## src/rtl/menu_text_buffer.sv

```systemverilog
// Character cell buffer for a menu display: one synchronous read port, one write port,
// a hardware clear sweep, and a wrapping menu selection that drives row highlighting.
module menu_text_buffer #(
    parameter int                COLS        = 16,
    parameter int                ROWS        = 16,
    parameter int                CODE_W      = 7,
    parameter logic [CODE_W-1:0] FILL        = 7'h20,
    parameter int                MENU_ITEMS  = 2,
    parameter int                MENU_ROW0   = 0,
    parameter int                MENU_STRIDE = 2,
    localparam int               CB          = (COLS > 1) ? $clog2(COLS) : 1,
    localparam int               RB          = (ROWS > 1) ? $clog2(ROWS) : 1,
    localparam int               SB          = (MENU_ITEMS > 1) ? $clog2(MENU_ITEMS) : 1,
    localparam int               AW          = RB + CB
) (
    input  logic              clk,
    input  logic              rst,
    input  logic [AW-1:0]     char_xy,
    output logic [CODE_W-1:0] code,
    output logic              highlight,
    input  logic              wr_en,
    input  logic [AW-1:0]     wr_xy,
    input  logic [CODE_W-1:0] wr_code,
    output logic              wr_ready,
    input  logic              clr_start,
    output logic              busy,
    input  logic              sel_up,
    input  logic              sel_down,
    output logic [SB-1:0]     sel_row
);

    localparam int DEPTH = COLS * ROWS;
    localparam int IW    = (DEPTH > 1) ? $clog2(DEPTH) : 1;

    typedef enum logic [0:0] {
        IDLE  = 1'b0,
        CLEAR = 1'b1
    } state_t;

    state_t            state_r;
    logic [IW-1:0]     clr_cnt_r;
    logic [CODE_W-1:0] mem_r [DEPTH];

    logic [RB-1:0]     rd_row_s;
    logic [CB-1:0]     rd_col_s;
    logic              rd_ok_s;
    logic [IW-1:0]     rd_idx_s;
    logic              rd_hl_s;
    int                hl_row_s;
    logic [RB-1:0]     wr_row_s;
    logic [CB-1:0]     wr_col_s;
    logic              wr_ok_s;
    logic [IW-1:0]     wr_idx_s;
    logic              mem_we_s;
    logic [IW-1:0]     mem_addr_s;
    logic [CODE_W-1:0] mem_data_s;

    assign busy     = (state_r == CLEAR);
    assign wr_ready = (state_r == IDLE) && !rst;

    // Address decode for both ports and the highlighted-row match.
    always_comb begin
        rd_row_s = char_xy[AW-1:CB];
        rd_col_s = char_xy[CB-1:0];
        rd_ok_s  = (int'(rd_row_s) < ROWS) && (int'(rd_col_s) < COLS);
        rd_idx_s = IW'(int'(rd_row_s) * COLS + int'(rd_col_s));
        hl_row_s = MENU_ROW0 + int'(sel_row) * MENU_STRIDE;
        rd_hl_s  = rd_ok_s && (int'(rd_row_s) == hl_row_s);
        wr_row_s = wr_xy[AW-1:CB];
        wr_col_s = wr_xy[CB-1:0];
        wr_ok_s  = (int'(wr_row_s) < ROWS) && (int'(wr_col_s) < COLS);
        wr_idx_s = IW'(int'(wr_row_s) * COLS + int'(wr_col_s));
    end

    // Write-port arbitration: the sweep owns the port while clearing; user writes are dropped then.
    always_comb begin
        mem_we_s   = 1'b0;
        mem_addr_s = wr_idx_s;
        mem_data_s = wr_code;
        if (state_r == CLEAR) begin
            mem_we_s   = !rst;
            mem_addr_s = clr_cnt_r;
            mem_data_s = FILL;
        end else begin
            mem_we_s   = !rst && wr_en && wr_ok_s;
            mem_addr_s = wr_idx_s;
            mem_data_s = wr_code;
        end
    end

    // Storage array; left unreset because the post-reset sweep blanks every cell.
    always_ff @(posedge clk) begin
        if (mem_we_s) begin
            mem_r[mem_addr_s] <= mem_data_s;
        end
    end

    // Control FSM, selection register and registered read outputs (read-before-write via NBA).
    always_ff @(posedge clk) begin
        if (rst) begin
            state_r   <= CLEAR;
            clr_cnt_r <= IW'(0);
            sel_row   <= SB'(0);
            code      <= FILL;
            highlight <= 1'b0;
        end else begin
            case (state_r)
                IDLE: begin
                    if (clr_start) begin
                        state_r   <= CLEAR;
                        clr_cnt_r <= IW'(0);
                    end
                end
                CLEAR: begin
                    if (clr_cnt_r == IW'(DEPTH - 1)) begin
                        state_r   <= IDLE;
                        clr_cnt_r <= IW'(0);
                    end else begin
                        clr_cnt_r <= clr_cnt_r + IW'(1);
                    end
                end
                default: begin
                    state_r   <= CLEAR;
                    clr_cnt_r <= IW'(0);
                end
            endcase

            if (sel_up && !sel_down) begin
                sel_row <= (sel_row == SB'(0)) ? SB'(MENU_ITEMS - 1) : sel_row - SB'(1);
            end else if (sel_down && !sel_up) begin
                sel_row <= (sel_row == SB'(MENU_ITEMS - 1)) ? SB'(0) : sel_row + SB'(1);
            end

            if ((state_r == CLEAR) || !rd_ok_s) begin
                code <= FILL;
            end else begin
                code <= mem_r[rd_idx_s];
            end
            highlight <= (state_r == IDLE) && rd_hl_s;
        end
    end

endmodule

```

## config.mk

```make
export PLATFORM = sky130hd
export DESIGN_NAME = menu_text_buffer
export DESIGN_NICKNAME = d
export VERILOG_FILES = /design/src/rtl/menu_text_buffer.sv
export SDC_FILE = /design/constraint.sdc
export NUM_CORES = 2
export LEC_CHECK = 0
export ABC_CLOCK_PERIOD_IN_PS = 28000
export CAP_MARGIN = 10
export CORE_UTILIZATION = 50
export DETAILED_ROUTE_END_ITERATION = 10
export GPL_ROUTABILITY_DRIVEN = 0
export PLACE_DENSITY = 0.63
export RECOVER_POWER = 25
export SYNTH_ARGS = -nofsm -noshare
export SYNTH_HDL_FRONTEND = slang
export SYNTH_SLANG_ARGS = --single-unit
```

## constraint.sdc

```tcl
create_clock -name clk -period 28 [get_ports clk]
set_input_delay 5.6 -clock clk [delete_from_list [all_inputs] [get_ports clk]]
set_output_delay 5.6 -clock clk [all_outputs]
set_load 0.03 [all_outputs]
```

**Yosys cells after proc, flatten, opt, wreduce, memory -nomap -nowiden**

Memory sizes are Yosys's and may differ from the RTL's. A register that Yosys moved wholly into a read port is not among the register bits.
Cells that the tools add are included.

- Equal/unequal tests: 3
- Reductions and logical operators: 10
- Bitwise logic cells: 1
- Multiplexer cells: 15
- Add/sub/neg operators: 5

Operator list:

| operator | count |
|---|---|
| 8-bit two-way mux | 3 |
| 8-bit by 4-bit adder with 8-bit output | 2 |
| 8-bit one-hot mux with 2 select lines | 1 |
| 1-bit two-way mux | 9 |
| 8-bit by 1-bit adder with 8-bit output, second input constant | 1 |
| 8-bit equality test, second input constant | 1 |
| 7-bit two-way mux | 1 |
| 1-bit logical AND | 5 |
| 4-bit by 3-bit equality test with 1-bit output | 1 |
| 1-bit zero test | 3 |
| 2-bit inequality test, second input constant | 1 |
| 1-bit one-hot mux with 2 select lines | 1 |
| 2-bit nonzero test | 1 |
| 2-bit OR reduction | 1 |
| 1-bit adder, second input constant | 1 |
| 1-bit inverter | 1 |
| 1-bit subtractor, second input constant | 1 |

- Output and inout port bits: 11
- Flip-flop bits (word level): 11
- Input port bits: 29
- Memories: 1
- Word-level logic and storage cells: 39
- Memory bits (writable): 1792

Memories:

| name | depth | width | rd ports | clocked after Yosys merged registers in | write ports | RTL line | text |
|---|---|---|---|---|---|---|---|
| mem_r | 256 | 7 | 1 | 1 | 1 | 42 | `logic [CODE_W-1:0] mem_r [DEPTH];` |

**Depth between registers and ports, before layout**

- Depth after elaboration: 5
- Gate-level depth with buffers: 12
- Mapped depth without buffers: 7

**Worst setup path before layout**

Ideal clock, no wire load.

- Kind: input to register
- Start: in wr_code[0]
- End: mem mem_r[0][0], data pin
- Data arrival time: 11745 ps
- Slack: 14809 ps
- Library setup time: 1446 ps
- Buffers on the path: 0
- Stages on the path: 1
- Required time: 26553 ps
- Cell sequence: nor2b_1

- Word-level cells in the longest chain between the ends: 1

RTL lines:

| element | RTL line | text |
|---|---|---|
| from (decl) | 23 | `input logic [CODE_W-1:0] wr_code,` |
| 7-bit two-way mux | 80 | `if (state_r == CLEAR) begin` |
| to (decl) | 42 |  |

No other way between the ends.

**Worst setup path in the final report**

- Start: in wr_code[3]
- End: mem mem_r[191][3], data pin

- Word-level cells in the longest chain between the ends: 1

RTL lines:

| element | RTL line | text |
|---|---|---|
| 7-bit two-way mux | 80 |  |
| via mem_data_s[3] | 56 | `logic [CODE_W-1:0] mem_data_s;` |

The timed path passes the listed nets, and every way through them passes these cells.

==> flow_metrics.tcl <==
set metrics [dict create \
    outcome "complete, but fails checks" \
    violations "max-capacitance violations, max-slew violations" \
    clock_skew_ns 0.0353 \
    synth_edf_count 1792 \
    cts_tree "yes" \
    synth_area_mm2 0.0709 \
    nets 3609 \
    met1_usage_pct 37.9 \
    synth_largest_area_cell "edfxtp_1" \
    finalHoldViolCount 0 \
    cts.clk_slew.worst_paths_ns 0.06 \
    wl_per_cell_um 31.6 \
    power_frac_comb_pct 4.1 \
    pwr-share-seq_pct 53.2 \
    r2r.worst_path.cells 3 \
    rsz0062_at_grt "no" \
    synth.area.mux_share_pct 15.3 \
    drc 0 \
    layout_common_cells "edfxtp_1, mux4_2, nor2_1" \
    r2r_end "mem_r[191][3]$_DFFE_PP_" \
    io_pins 40 \
    async_flop_share_pct 0 \
    drtIter0Drc 4442 \
    synth_compound_area_share_pct 3.46 \
    track_usage_pct 25.0 \
    vdd_ir_drop_max_mv 0.0518 \
    synth_top_area_share_pct 75.9 \
    numCtsBuffers 181 \
    placed_cell_area_mm2 0.0731 \
    finalInstanceArea_mm2 0.0787 \
    die_x_um 379 \
    clk_path_buf_depth 3 \
    grt_pass1_vias 34500 \
    dp_hpwl_um 106000 \
    synth_xor_area_share_pct 0.0247 \
    path_class "primary input to flip-flop" \
    cap_violations 10 \
    hp-class "flip-flop to flip-flop" \
    syn_to_final_growth_pct 10.9 \
    internal-power_mw 4.36 \
    design.core.area_mm2 0.140 \
    dieArea_mm2 0.143 \
    hp-start "clr_cnt_r[2]$_SDFFE_PP0P_" \
    holdBufCountCts 0 \
    cts_resized 0 \
    worstPathRequired_ns 27.42 \
    worstSetupStartpointType "primary input" \
    multi_input_area_mm2 0.0155 \
    tightestPinTransition_ns 8.09 \
    yosys_register_bits 1810 \
    synth_top_family_by_area "multiplexers" \
    fin_cells 5606 \
    yosysWarnings 0 \
    portBuffers 39 \
    arrival_ns 14.83 \
    vias 35500 \
    hold-path-endpoint "clr_cnt_r[2]$_SDFFE_PP0P_" \
    post-cts-setup-buffers 0 \
    dp.cells 5271 \
    synth_flop_cell "edfxtp_1" \
    p_switching_mw 1.15 \
    avgViaCountPerCell 6.34 \
    num_rows 137 \
    synthesis.nets 3528 \
    grt_max_degree 177 \
    ant_nets 0 \
    endpoint_kind "flip-flop" \
    setup_viol 0 \
    firstDrtPassIters 6 \
    sw_frac_of_total_pct 20.9 \
    slew_headroom_pct -439 \
    gr-total-overflow 0 \
    synthDistinctLibCells 57 \
    cts_root_buffer "clkbuf_16" \
    mostFrequentLayoutCell "edfxtp_1" \
    fp.dieH_um 379 \
    grt.busiest_layer "met1" \
    setup_tns_ns 0 \
    r2r_start "busy$_SDFF_PP1_" \
    fin_crit_ns 15.41 \
    netlist_top_cells_area "edfxtp_1, mux4_2, mux2i_1, nor2_1, o221ai_1" \
    clk-insertion-delay-late_ns 0.83 \
    synth_fa_ha_area_share_pct 0.0353 \
    seqCellArea_mm2 0.0542 \
    period_share_pct 55.0 \
    avgSynthCellArea_um2 20.3 \
    p_leak_nw 24.8 \
    antenna_found_initial 7 \
    slew_violations 969 \
    holdPathStages 2 \
    met2_usage_pct 36.9 \
    seq_area_frac_synth_pct 76.4 \
    use_met3_pct 5.51 \
    h-tree-depth 4 \
    wl_um 177000 \
    power.density_mw_per_mm2 70.1 \
    cp_max_fo 176 \
    fin_util_pct 56.1 \
    numClockSinks 1810 \
    initial_utilization_pct 50.6 \
    grt_pass1_wl_um 253000 \
    syn_inst 3497 \
    hold_ws_ns 0.571 \
    clock.fmax_mhz 64.9 \
    rrSetupSlack_ns 17.37 \
    synth-simple-area-share_pct 2.93 \
    clockPowerShare_pct 42.6 \
    drive_gt1_share_pct 18.8 \
    nFillCells 10600 \
]
-- worst max-delay path: stages --
cell and delay [ns]:
dlygate4sd3_1 0.53, nor2b_1 0.13, clkbuf_1 2.53, clkbuf_1 5.67
-- power groups by stage --
stage | clock, mW | sequential (mW) | combinational [mW]
2_1_floorplan | 0 | 2.99 | 0.152
3_3_place_gp | 0 | 2.99 | 0.226
3_5_place_dp | 0 | 2.99 | 0.226
4_1_cts | 2.38 | 2.93 | 0.227
5_1_grt | 2.48 | 2.93 | 0.236
6_report | 2.35 | 2.93 | 0.227
-- layout make-up --
class	count	area share [%]
inverters	16	0.0843
diodes	3	0.00954
well taps	1876	2.98
clock buffers	246	6.20
clock inverters	86	1.02
flip-flops and latches	1810	68.9
multi-input cells	1459	19.7
repair buffers	110	1.18
-- logic make-up after synthesis --
group           count (synthesis)
buf+inv                       228
mux                           611
simple gates                  504
flops                        1810
xor+xnor                        2
compound gates                340
fa+ha+maj                       2
-- state kept, by name, indices dropped and copies added, names as in the netlist --
register   count
sel_row        1
code           7
mem_r       1792
busy           1
clr_cnt_r      8
highlight      1
-- synthesized netlist by cell type, drive strengths merged, types with 3 or more instances --
library cell and instances:
nor4 6, a32o 4, o311a 5, mux2i 231, edfxtp 1792, a211oi 5, o21ai 14, a21oi 77
nor2 314, mux4 378, nand3 28, o31ai 3, o221ai 111, clkbuf 111, a211o 3, o32ai 6
nor3 47, a41oi 4, dfxtp 18, nand2 81, o311ai 4, inv 15, a31oi 3, a311oi 4
buf 101, a21o 4, a2111oi 5, o22ai 68, a22oi 3, a22o 7, nor2b 12
-- routing by layer --
metal	routed length (um)	share of wire (%)	up-vias
met1	76100	43	18900
met3	16200	9.1	209
met2	81300	46	1659
met5	0	0	-
met4	3310	1.9	0
li1	-	-	14700
-- worst max-delay path by stage --
stage	startpoint	endpoint	slack, ns	cells past startpoint
after floorplan	wr_code[0]	mem_r[0][0]$_DFFE_PP_	14.81	1
after global placement	rst	wr_ready	14.70	3
after detailed placement	rst	wr_ready	14.71	3
after CTS	rst	wr_ready	14.70	3
after global routing	wr_code[3]	mem_r[228][3]$_DFFE_PP_	11.81	4
final	wr_code[3]	mem_r[191][3]$_DFFE_PP_	12.59	4
-- metrics by stage --
| stage | setup WS [ns] | power [mW] |
|---|---|---|
| after floorplan | 14.81 | 3.14 |
| after global placement | 14.70 | 3.22 |
| after detailed placement | 14.71 | 3.22 |
| after CTS | 14.70 | 5.54 |
| after global routing | 11.81 | 5.65 |
| final | 12.59 | 5.51 |
No activity file was read; power rests on OpenSTA's default activity.
